File: config.mk
export PLATFORM = sky130hd
export DESIGN_NAME = jacobi_sweep_sched_flat
export DESIGN_NICKNAME = d
export VERILOG_FILES = /design/src/rtl/jacobi_sweep_sched_if.sv /design/src/rtl/jacobi_sweep_sched.sv /design/src/flat_wrapper.sv
export SDC_FILE = /design/constraint.sdc
export NUM_CORES = 1
export LEC_CHECK = 0
export CORE_MARGIN = 2
export CORE_UTILIZATION = 42
export DETAILED_ROUTE_END_ITERATION = 8
export PLACE_DENSITY = 0.68
export SLEW_MARGIN = 20
export SYNTH_ARGS = -nofsm -noshare
export SYNTH_HDL_FRONTEND = slang
export SYNTH_SLANG_ARGS = --single-unit
export TNS_END_PERCENT = 20
File: constraint.sdc
create_clock -name clk_in -period 2.3 [get_ports clk_in]
set_clock_uncertainty 0.2 [all_clocks]
set_input_delay 0.46 -clock clk_in [delete_from_list [all_inputs] [get_ports clk_in]]
set_output_delay 0.46 -clock clk_in [all_outputs]
set_load 0.05 [all_outputs]
File: src/rtl/jacobi_sweep_sched_if.sv
`default_nettype none
// ============================================================================
// Module   : jacobi_sweep_sched_if
// Brief    : Rotation request channel between the Jacobi sweep sequencer and
//            the rotation datapath (valid/ready request, done completion).
// Revision : 1.0
// ============================================================================
interface jacobi_sweep_sched_if #(
    parameter int IDX_W = 2
) ();
    logic             rot_valid_out;
    logic             rot_ready_in;
    logic [IDX_W-1:0] rot_p_out;
    logic [IDX_W-1:0] rot_q_out;
    logic             rot_done_in;

    modport master (
        output rot_valid_out,
        output rot_p_out,
        output rot_q_out,
        input  rot_ready_in,
        input  rot_done_in
    );

    modport slave (
        input  rot_valid_out,
        input  rot_p_out,
        input  rot_q_out,
        output rot_ready_in,
        output rot_done_in
    );
endinterface
`default_nettype wire

File: src/rtl/jacobi_sweep_sched.sv
`default_nettype none
// ============================================================================
// Module   : jacobi_sweep_sched
// Brief    : Cyclic-by-row pivot sequencer for the Jacobi eigen-decomposition;
//            one rotation in flight at a time, convergence tested per sweep.
// Revision : 1.0
// ============================================================================
module jacobi_sweep_sched #(
    parameter int N_STOCKS   = 4,
    parameter int MAX_SWEEPS = 8,
    parameter int IDX_W      = $clog2(N_STOCKS),
    parameter int SW_W       = $clog2(MAX_SWEEPS + 1)
) (
    input  wire logic                 clk_in,
    input  wire logic                 rst_in,
    input  wire logic                 start_in,
    input  wire logic                 abort_in,
    input  wire logic                 conv_in,
    jacobi_sweep_sched_if.master      rot,
    output logic                      busy_out,
    output logic                      done_out,
    output logic                      converged_out,
    output logic [SW_W-1:0]           sweeps_out
);

    localparam logic [IDX_W-1:0] c_LAST_IDX = IDX_W'(N_STOCKS - 1);
    localparam logic [IDX_W-1:0] c_PEN_IDX  = IDX_W'(N_STOCKS - 2);
    localparam logic [SW_W-1:0]  c_MAX_SW   = SW_W'(MAX_SWEEPS);

    typedef enum logic [2:0] {
        S_IDLE  = 3'd0,
        S_CHECK = 3'd1,
        S_ISSUE = 3'd2,
        S_WAIT  = 3'd3,
        S_DONE  = 3'd4
    } state_t;

    state_t            r_state;
    logic [IDX_W-1:0]  r_p;
    logic [IDX_W-1:0]  r_q;
    logic [SW_W-1:0]   r_sweeps;
    logic              r_abort;
    logic              r_rot_valid;
    logic              r_busy;
    logic              r_done;
    logic              r_conv;

    logic w_fire;
    logic w_abort;
    logic w_sweep_end;

    assign w_fire      = r_rot_valid && rot.rot_ready_in;
    assign w_abort     = r_abort || abort_in;
    // The last pair of a sweep is (N-2, N-1).
    assign w_sweep_end = (r_p == c_PEN_IDX) && (r_q == c_LAST_IDX);

    always_ff @(posedge clk_in) begin
        if (rst_in) begin
            r_state     <= S_IDLE;
            r_p         <= '0;
            r_q         <= IDX_W'(1);
            r_sweeps    <= '0;
            r_abort     <= 1'b0;
            r_rot_valid <= 1'b0;
            r_busy      <= 1'b0;
            r_done      <= 1'b0;
            r_conv      <= 1'b0;
        end else begin
            r_done <= 1'b0;
            if (r_state != S_IDLE && abort_in) begin
                r_abort <= 1'b1;
            end

            case (r_state)
                S_IDLE: begin
                    if (start_in) begin
                        r_state  <= S_CHECK;
                        r_busy   <= 1'b1;
                        r_sweeps <= '0;
                        r_conv   <= 1'b0;
                        r_p      <= '0;
                        r_q      <= IDX_W'(1);
                        r_abort  <= 1'b0;
                    end
                end

                S_CHECK: begin
                    if (conv_in) begin
                        r_conv  <= 1'b1;
                        r_state <= S_DONE;
                        r_done  <= 1'b1;
                    end else if (w_abort || r_sweeps == c_MAX_SW) begin
                        r_state <= S_DONE;
                        r_done  <= 1'b1;
                    end else begin
                        r_state     <= S_ISSUE;
                        r_rot_valid <= 1'b1;
                    end
                end

                S_ISSUE: begin
                    // A handshake on the same edge as abort still goes through;
                    // the abort is then honoured once that rotation completes.
                    if (w_fire) begin
                        r_rot_valid <= 1'b0;
                        r_state     <= S_WAIT;
                    end else if (abort_in) begin
                        r_rot_valid <= 1'b0;
                        r_state     <= S_DONE;
                        r_done      <= 1'b1;
                    end
                end

                S_WAIT: begin
                    if (rot.rot_done_in) begin
                        if (w_sweep_end) begin
                            r_sweeps <= r_sweeps + SW_W'(1);
                            r_p      <= '0;
                            r_q      <= IDX_W'(1);
                            r_state  <= S_CHECK;
                        end else begin
                            if (r_q < c_LAST_IDX) begin
                                r_q <= r_q + IDX_W'(1);
                            end else begin
                                r_p <= r_p + IDX_W'(1);
                                r_q <= r_p + IDX_W'(2);
                            end
                            if (w_abort) begin
                                r_state <= S_DONE;
                                r_done  <= 1'b1;
                            end else begin
                                r_state     <= S_ISSUE;
                                r_rot_valid <= 1'b1;
                            end
                        end
                    end
                end

                S_DONE: begin
                    r_state <= S_IDLE;
                    r_busy  <= 1'b0;
                end

                default: begin
                    r_state     <= S_IDLE;
                    r_rot_valid <= 1'b0;
                    r_busy      <= 1'b0;
                end
            endcase
        end
    end

    assign rot.rot_valid_out = r_rot_valid;
    assign rot.rot_p_out     = r_p;
    assign rot.rot_q_out     = r_q;
    assign busy_out          = r_busy;
    assign done_out          = r_done;
    assign converged_out     = r_conv;
    assign sweeps_out        = r_sweeps;

endmodule
`default_nettype wire
File: src/flat_wrapper.sv
// flat-port wrapper written by rule: the top's interface ports become plain ports
module jacobi_sweep_sched_flat 
#(
    parameter int N_STOCKS   = 4,
    parameter int MAX_SWEEPS = 8,
    parameter int IDX_W      = $clog2(N_STOCKS),
    parameter int SW_W       = $clog2(MAX_SWEEPS + 1)
)
  (clk_in, rst_in, start_in, abort_in, conv_in, busy_out, done_out, converged_out, sweeps_out, rot_rot_valid_out, rot_rot_p_out, rot_rot_q_out, rot_rot_ready_in, rot_rot_done_in);
  jacobi_sweep_sched_if #(.IDX_W(IDX_W)) rot_i ();
  input  wire logic clk_in;
  input  wire logic rst_in;
  input  wire logic start_in;
  input  wire logic abort_in;
  input  wire logic conv_in;
  output logic busy_out;
  output logic done_out;
  output logic converged_out;
  output logic [SW_W-1:0] sweeps_out;
  output wire logic [$bits(rot_i.rot_valid_out)-1:0] rot_rot_valid_out;
  output wire logic [$bits(rot_i.rot_p_out)-1:0] rot_rot_p_out;
  output wire logic [$bits(rot_i.rot_q_out)-1:0] rot_rot_q_out;
  input wire logic [$bits(rot_i.rot_ready_in)-1:0] rot_rot_ready_in;
  input wire logic [$bits(rot_i.rot_done_in)-1:0] rot_rot_done_in;
  assign rot_rot_valid_out = rot_i.rot_valid_out;
  assign rot_rot_p_out = rot_i.rot_p_out;
  assign rot_rot_q_out = rot_i.rot_q_out;
  assign rot_i.rot_ready_in = rot_rot_ready_in;
  assign rot_i.rot_done_in = rot_rot_done_in;
  jacobi_sweep_sched #(.N_STOCKS(N_STOCKS), .MAX_SWEEPS(MAX_SWEEPS), .IDX_W(IDX_W), .SW_W(SW_W)) u_core (.clk_in(clk_in), .rst_in(rst_in), .start_in(start_in), .abort_in(abort_in), .conv_in(conv_in), .rot(rot_i), .busy_out(busy_out), .done_out(done_out), .converged_out(converged_out), .sweeps_out(sweeps_out));
endmodule
## Yosys cells after proc, flatten, opt, wreduce, memory -nomap -nowiden

Cells that the tools add are included.

- Output and inout bits: 12
- Input bits: 7
- Register bits: 16
- Word-level logic and storage cells: 98

- Muxes and demuxes: 47
- Reductions and logical operators: 18
- $add $sub $neg: 4
- Equal/unequal tests: 17
- Bitwise gates (word level): 2
- Order comparisons: 1

Operators by type and width:

| kind | number |
|---|---|
| 2-to-1 mux 3 bit | 8 |
| 2-to-1 mux 1 bit | 20 |
| 2-to-1 mux 2 bit | 8 |
| inequality test 2 bit (second input constant) | 7 |
| 2-to-1 mux 4 bit | 3 |
| case mux 3 bit (4 select lines) | 1 |
| AND reduction 3 bit | 3 |
| case mux 2 bit (2 select lines) | 2 |
| case mux 4 bit (2 select lines) | 1 |
| AND reduction 4 bit | 2 |
| AND reduction 7 bit | 1 |
| == test 3 x 2 -> 1 bit (second input constant) | 2 |
| inequality test 3 x 2 -> 1 bit (second input constant) | 2 |
| adder 2 x 1 -> 2 bit (second input constant) | 2 |
| adder 4 x 1 -> 4 bit (second input constant) | 1 |
| == test 2 bit (second input constant) | 2 |
| == test 4 bit (second input constant) | 1 |
| case mux 1 bit (2 select lines) | 2 |
| case mux 1 bit (4 select lines) | 1 |
| nonzero test 2 bit | 2 |
| == test 3 x 1 -> 1 bit (second input constant) | 1 |
| == test 3 bit (second input constant) | 1 |
| logical AND 1 bit | 3 |
| zero test 3 bit | 1 |
| other kinds (10) | 12 |

## Logic depth before layout (Yosys ltp)

- Depth in word-level cells: 5
- Gate-level depth with buffers: 6
- Gate-level depth less buffers: 6

## Worst setup path after synthesis

Ideal clock, no wire load.

- Path kind: flip-flop to flip-flop
- Start: register u_core.r_q[0] (netlist: u_core.rot.rot_q_out[0])
- End: register u_core.r_sweeps[3] (netlist: u_core.sweeps_out[3])
- Required time: 2.030 ns
- Setup time: 0.070 ns
- Slack: 0.015 ns
- Clock period less this slack: 2.285 ns
- Stages on the path, launching flop included: 7
- Data arrival time: 2.015 ns
- Path buffers: 1
- Cells stage by stage: dfxtp_1 > ha_1 > nand3b_1 > and2_1 > clkbuf_1 > or4_1 > a21oi_1

- Cells in the longest elaborated chain, start to end: 4

RTL lines:

| element | RTL line | RTL |
|---|---|---|
| start: declaration | jacobi_sweep_sched.sv:40 | `logic [IDX_W-1:0] r_q;` |
| start signal: assignment | jacobi_sweep_sched.sv:123 | `r_q <= r_q + IDX_W'(1);` |
| start signal: assignment | jacobi_sweep_sched.sv:126 | `r_q <= r_p + IDX_W'(2);` |
| == test 2 bit | jacobi_sweep_sched.sv:55 | `assign w_sweep_end = (r_p == c_PEN_IDX) && (r_q == c_LAST_IDX);` |
| logical AND 1 bit | jacobi_sweep_sched.sv:55 |  |
| inequality test 2 x 1 -> 1 bit (no line) | n/a |  |
| AND reduction 4 bit (no line) | n/a |  |
| end signal: assignment | jacobi_sweep_sched.sv:117 | `r_sweeps <= r_sweeps + SW_W'(1);` |
| end: declaration | jacobi_sweep_sched.sv:41 | `logic [SW_W-1:0] r_sweeps;` |

No other way between the ends.
A chain may end at the register's enable or synchronous reset.

## Worst setup path after layout

- Start: register u_core.r_sweeps[0] (netlist: u_core.sweeps_out[0])
- End: output port sweeps_out[0]

RTL lines:

| element | RTL line | RTL |
|---|---|---|
| end: declaration | flat_wrapper.sv:19 | `output logic [SW_W-1:0] sweeps_out;` |

No word-level cell between the ends.

==> results.toml <==
[status]
status = "complete, no violations"

[timing]
fin_tns_setup_ps = 0
max-slew-margin-rel = 0.670
worst_slack_ps = 90.9
slew_violations = 0
finalHoldWorstSlack_ps = 262
rsz0062_at_grt = "no"
setup_violations = 0
fin_crit_sh = 0.960
max_freq_ghz = 0.453
period_minus_slack_ps = 2210
worst_pin_slew_ps = 494
finalHoldViolations = 0

[clock_network]
numCtsBuffers = 3
clock-root-buffer = "clkbuf_4"
clock_sinks = 16
cts_resized = 0
clkTransAtPathRegs_ps = 100
cts_htree_levels = 1
clk_latency_ps = 280
ctsHoldBuffers = 0
cts_tree = "built"
clockBufferDepth = 2
cts_setup_buffers = 0

[logic_synthesis]
synth-seq-area-share = 0.353
synth-edff-count = 0
ys_warn_count = 0
syn_nets = 121
avgSynthCellArea_um2 = 8.18
async_reset_ff_frac = 0
synth-seq-cells = 16
yosys.cell_types.count = 40
synthCells = 111
ys.flop_type = "dfxtp_1"
synth_top_area_share = 0.353
synth_area_leaders = "dfxtp_1 (35%), a21oi_1 (7.2%), ha_1 (4.1%), nand3_1 (3.9%), inv_1 (2.9%)"
yosysTopAreaCell = "dfxtp_1"
mappedNetlistArea_um2 = 908

[grt]
grt_start_max_net_pins = 14
met1_usage = 0.247
grt_antenna_before_repair = 0
met3_usage = 0.0298
track_usage = 0.182
grt_pass1_vias = 868
overflow = 0
grt_pass1_wl_um = 3630
top_usage_layer = "met2"
use_met2 = 0.298

[worst_hold_path]
hold_path_class = "register to register"
holdPathStages = 2
hold_start = "u_core.busy_out$_SDFFE_PP0P_"
whs_endpoint = "u_core.busy_out$_SDFFE_PP0P_"

[place]
dp.cells = 160
io_buffers = 18
gp_congestion = 0.942
post-dp-hpwl_um = 1570
post-place-ws_ps = -132
postPlaceCellArea_um2 = 1170

[finish]
syn_to_final_growth_pct = 32.5
fin_nets = 148
seqCellArea_um2 = 320
nFillCells = 196
fin_cells = 164
layout-drive-gt1-share = 0.124
fin_util = 0.601
multi_input_area_um2 = 539
diodes = 0
final_area_um2 = 1200

[worst_setup_path]
path_buf_inv = 1
cp_max_fo = 5
start_kind = "register"
path_cells = "clkdlybuf4s50_1"
crit_arrival_ps = 1550
r2r-end = "u_core.sweeps_out[3]$_SDFFE_PP0P_"
max_stage_delay_ps = 840
crit_type = "register to output pin"
rr_worst_depth = 5
crit_path_end_kind = "output pin"
slowest_stage = "clkdlybuf4s50_1"
worstPathRequired_ps = 1640
rrSetupSlack_ps = 260
r2r_start = "u_core.rot.rot_q_out[0]$_SDFFE_PP1P_"
cp_top_family = "buffers and inverters"

[drt]
wire_per_inst_um = 12.9
vias = 952
ant_nets = 0
route.detailed.drc = 0
via_per_inst = 5.80
drt_wl_total_um = 2120
firstDrtPassIters = 4
drt_iter0_drc = 25

[power]
p_int_mw = 0.453
p_comb_frac = 0.239
p_seq_frac = 0.467
power_density_nw_per_um2 = 531
vdd_drop_max_mv = 0.298
total_power_mw = 0.639
p_clk_frac = 0.293
p_sw_frac = 0.291
power_switching_mw = 0.186
p_leak_nw = 0.458

[die]
core_um2 = 2000
dieArea_um2 = 2550
fp-row-count = 16
die_h_um = 50.5
io_pins = 19
initial_core_util = 0.454
die_w_um = 50.5

[job]
cap_violations = 0
[kinds of logic (layout without fill, tap and decap cells)]
family | count (synthesis) | count (layout) | synth area share
fa+ha+maj | 3 | 3 | 0.0413
compound gates | 34 | 34 | 0.249
buf+inv | 12 | 38 | 0.0537
flops | 16 | 16 | 0.353
mux | 2 | 2 | 0.0220
simple gates | 43 | 43 | 0.271
xor+xnor | 1 | 1 | 0.00964
[cell usage after synthesis, drive strengths merged (3+ instances only)]
library cell / count
nor2b: 3
inv: 7
clkbuf: 4
dfxtp: 16
o21ai: 5
nor2: 7
a21oi: 13
ha: 3
nor3: 4
nand2: 6
nand3: 7
[worst max path at each step]
| stage | slack, ps | to | cells after the start | start |
|---|---|---|---|---|
| after CTS | 80 | sweeps_out[0] | 1 | u_core.sweeps_out[0]$_SDFFE_PP0P_ |
| after floorplan | 20 | u_core.sweeps_out[3]$_SDFFE_PP0P_ | 6 | u_core.rot.rot_q_out[0]$_SDFFE_PP1P_ |
| final | 90 | sweeps_out[0] | 1 | u_core.sweeps_out[0]$_SDFFE_PP0P_ |
| after global routing | 30 | sweeps_out[0] | 1 | u_core.sweeps_out[0]$_SDFFE_PP0P_ |
| after detailed placement | -130 | u_core.sweeps_out[3]$_SDFFE_PP0P_ | 5 | start_in |
| after global placement | -110 | u_core.sweeps_out[3]$_SDFFE_PP0P_ | 5 | start_in |
[power by group through the flow]
stage                     clock, mW  combinational (mW)  sequential (mW)
after floorplan                   0              0.0699            0.328
after global placement            0               0.152            0.305
after detailed placement          0               0.152            0.305
after CTS                     0.191               0.153            0.299
after global routing          0.206               0.167            0.301
final                         0.187               0.153            0.299
[per-layer routing]
metal	part of all wire	vias up	wire length [um]
met3	0.064	5	136
met1	0.47	446	987
met2	0.46	37	966
met4	0.012	0	25
met5	0	-	0
li1	-	464	-
[state kept, by name (all words and copies together) (netlist names)]
name	flops
u_core.r_state	3
u_core.rot.rot_valid_out	1
u_core.rot.rot_q_out	2
u_core.converged_out	1
u_core.sweeps_out	4
u_core.busy_out	1
u_core.r_abort	1
u_core.done_out	1
u_core.rot.rot_p_out	2
[final cells by class]
| cell class | count | share of cell area |
|---|---|---|
| repair buffers | 27 | 0.206 |
| flip-flops and latches | 16 | 0.266 |
| clock buffers | 4 | 0.0301 |
| multi-input cells | 83 | 0.448 |
| inverters | 7 | 0.0218 |
| well taps | 27 | 0.0281 |
[placed cells by master, fill, tap and decap left out, types with 2 or more instances in the layout]
master and count:
a21oi_1 13, a31oi_1 2, and3b_1 2, buf_4 9, clkbuf_4 3, clkdlybuf4s50_1 18
dfxtp_1 16, ha_1 3, inv_1 7, mux2i_1 2, nand2_1 6, nand3_1 7
nand3b_1 2, nand4b_1 2, nor2_1 7, nor2b_1 3, nor3_1 4, o211ai_1 2
o21ai_0 5, or3_1 2
No activity file was read; power rests on OpenSTA's default activity.
==> patch, RTL diff (same flow settings) <==
Reset style: asynchronous (`rst_in`), changed in one clocked block.
--- a/src/rtl/jacobi_sweep_sched.sv
+++ b/src/rtl/jacobi_sweep_sched.sv
@@ -56,3 +56,3 @@
 
-    always_ff @(posedge clk_in) begin
+    always_ff @(posedge clk_in or posedge rst_in) begin
         if (rst_in) begin
Function: differs if rst_in is asserted again (counterexample within 4 cycles, from zero or initial values and one cycle with rst_in high); with rst_in held inactive, the same outputs for 10 cycles.
==> patch against the unedited design <==
Worst hold slack better by 52 ps; sequential share of layout area rose by 5.7 points; first-iteration DRC count decreased by 60%; highest routed layer unchanged; final area rose by 3.1%; utilization is 4.0 points lower; maximum frequency is 0.42% lower; sequential cell count did not move; synthesized area increased by 8.8%; wire length up 4.3%; worst setup slack got worse by 9.3 ps; global-route usage rose by 0.68 points; critical path type unchanged.
Power is not compared: it rests on default switching activity, and its combinational part moved more than twofold at a synthesized area within 25%.
==> patch: results (changes against the unedited design) <==
[timing]
hold_ws_ps = 314.2  ; was 262.1 ps
slew-limit-headroom = 0.5786  ; was 0.6695
fin_crit_sh = 0.9645  ; was 0.9605

[worst_setup_path]
reg2reg_setup_slack_ps = 330  ; was 260 ps
worst_reg2reg_path_length_in_cells = 4  ; was 5
rr_endpoint = u_core.sweeps_out[3]  ; unchanged
worst_setup_path_startpoint = u_core.sweeps_out[0]  ; unchanged
critPathMaxFanout = 6  ; was 5

[global_routing]
gr-usage-met2 = 0.2688  ; was 0.2982
vias_in_the_first_global_route = 797  ; was 868
grt.total_usage = 0.1888  ; was 0.1819
grt_first_pass_wirelength_um = 3691  ; was 3629 um
globalRouteMet1Util = 0.2717  ; was 0.2472
grt_util_met3 = 0.06286  ; was 0.02976
pin_count_of_the_biggest_net_entering_global_routing = 18  ; was 14

[synthesis]
synth.cells.most_frequent = 15 x dfrtp_1, 7 x a21oi_1, 7 x nand2b_1, 7 x nor2_1, 6 x nand3_1  ; was 16 x dfxtp_1, 13 x a21oi_1, 7 x inv_1, 7 x nand3_1, 7 x nor2_1
post_synth_main_area_contributors = dfrtp_1 38%, nand2b_1 4.4%, ha_1 3.8%, a21oi_1 3.5%, nand3_1 3.0%  ; was dfxtp_1 35%, a21oi_1 7.2%, ha_1 4.1%, nand3_1 3.9%, inv_1 2.9%
synth-main-ff-cell = dfrtp_1  ; was dfxtp_1
ys_types = 40  ; unchanged
synth.yosys.seq_area_share = 0.4063  ; was 0.3526
postSynthNetCount = 111  ; was 121

[route]
routed-wl-met2_um = 976  ; was 966 um
drt-met1-wl_um = 1077  ; was 987 um
drt_iter0_markers = 10  ; was 25
number_of_vias_after_detailed_routing = 875  ; was 952
maxUsedRoutingLayer = met4  ; unchanged
avgRoutedWirePerCell_um = 14.62  ; was 12.90 um
viasPerCell = 5.795  ; was 5.805
dr_wl_met3_um = 137  ; was 136 um

[place]
post-place-ws_ps = 274.6  ; was -131.9 ps
place.gp.congestion = 0.8278  ; was 0.9416
dp_cells = 147  ; was 160
place_hpwl_um = 1684  ; was 1567 um
post_dp_cell_area_mm2 = 0.001197  ; was 0.001167 mm2

[worst_hold_path]
worst_hold_startpoint = u_core.rot.rot_q_out[0]  ; was u_core.busy_out

[status]
status = finished, final reports clean  ; unchanged

==> patch: layout make-up <==
type                    instances  area, um2
clock buffers                   4      36.28
fillers                       213      970.9
inverters                       6      22.52
multi-input cells              76      538.0
flip-flops and latches         16      401.6
well taps                      28      35.03
repair buffers                 21      207.7
==> patch: power breakdown <==
group	switching (mW)	internal (mW)
sequential	0.126	0.364
clock	0.0924	0.0964
combinational	0.363	0.233
==> patch: worst register-to-register path: cells and delay by family (launching register included) <==
kind / cells / cell delay (ps)
flops: 1 / 570
fa+ha+maj: 1 / 300
simple gates: 3 / 850
==> patch: logic make-up after synthesis <==
group,after synthesis,synth area share
muxes,3,0.03417
DFF,16,0.4063
AOI/OAI and AO/OA,27,0.2063
adders and majority gates,3,0.03798
buffers and inverters,9,0.04936
and+or+nand+nor,43,0.2658
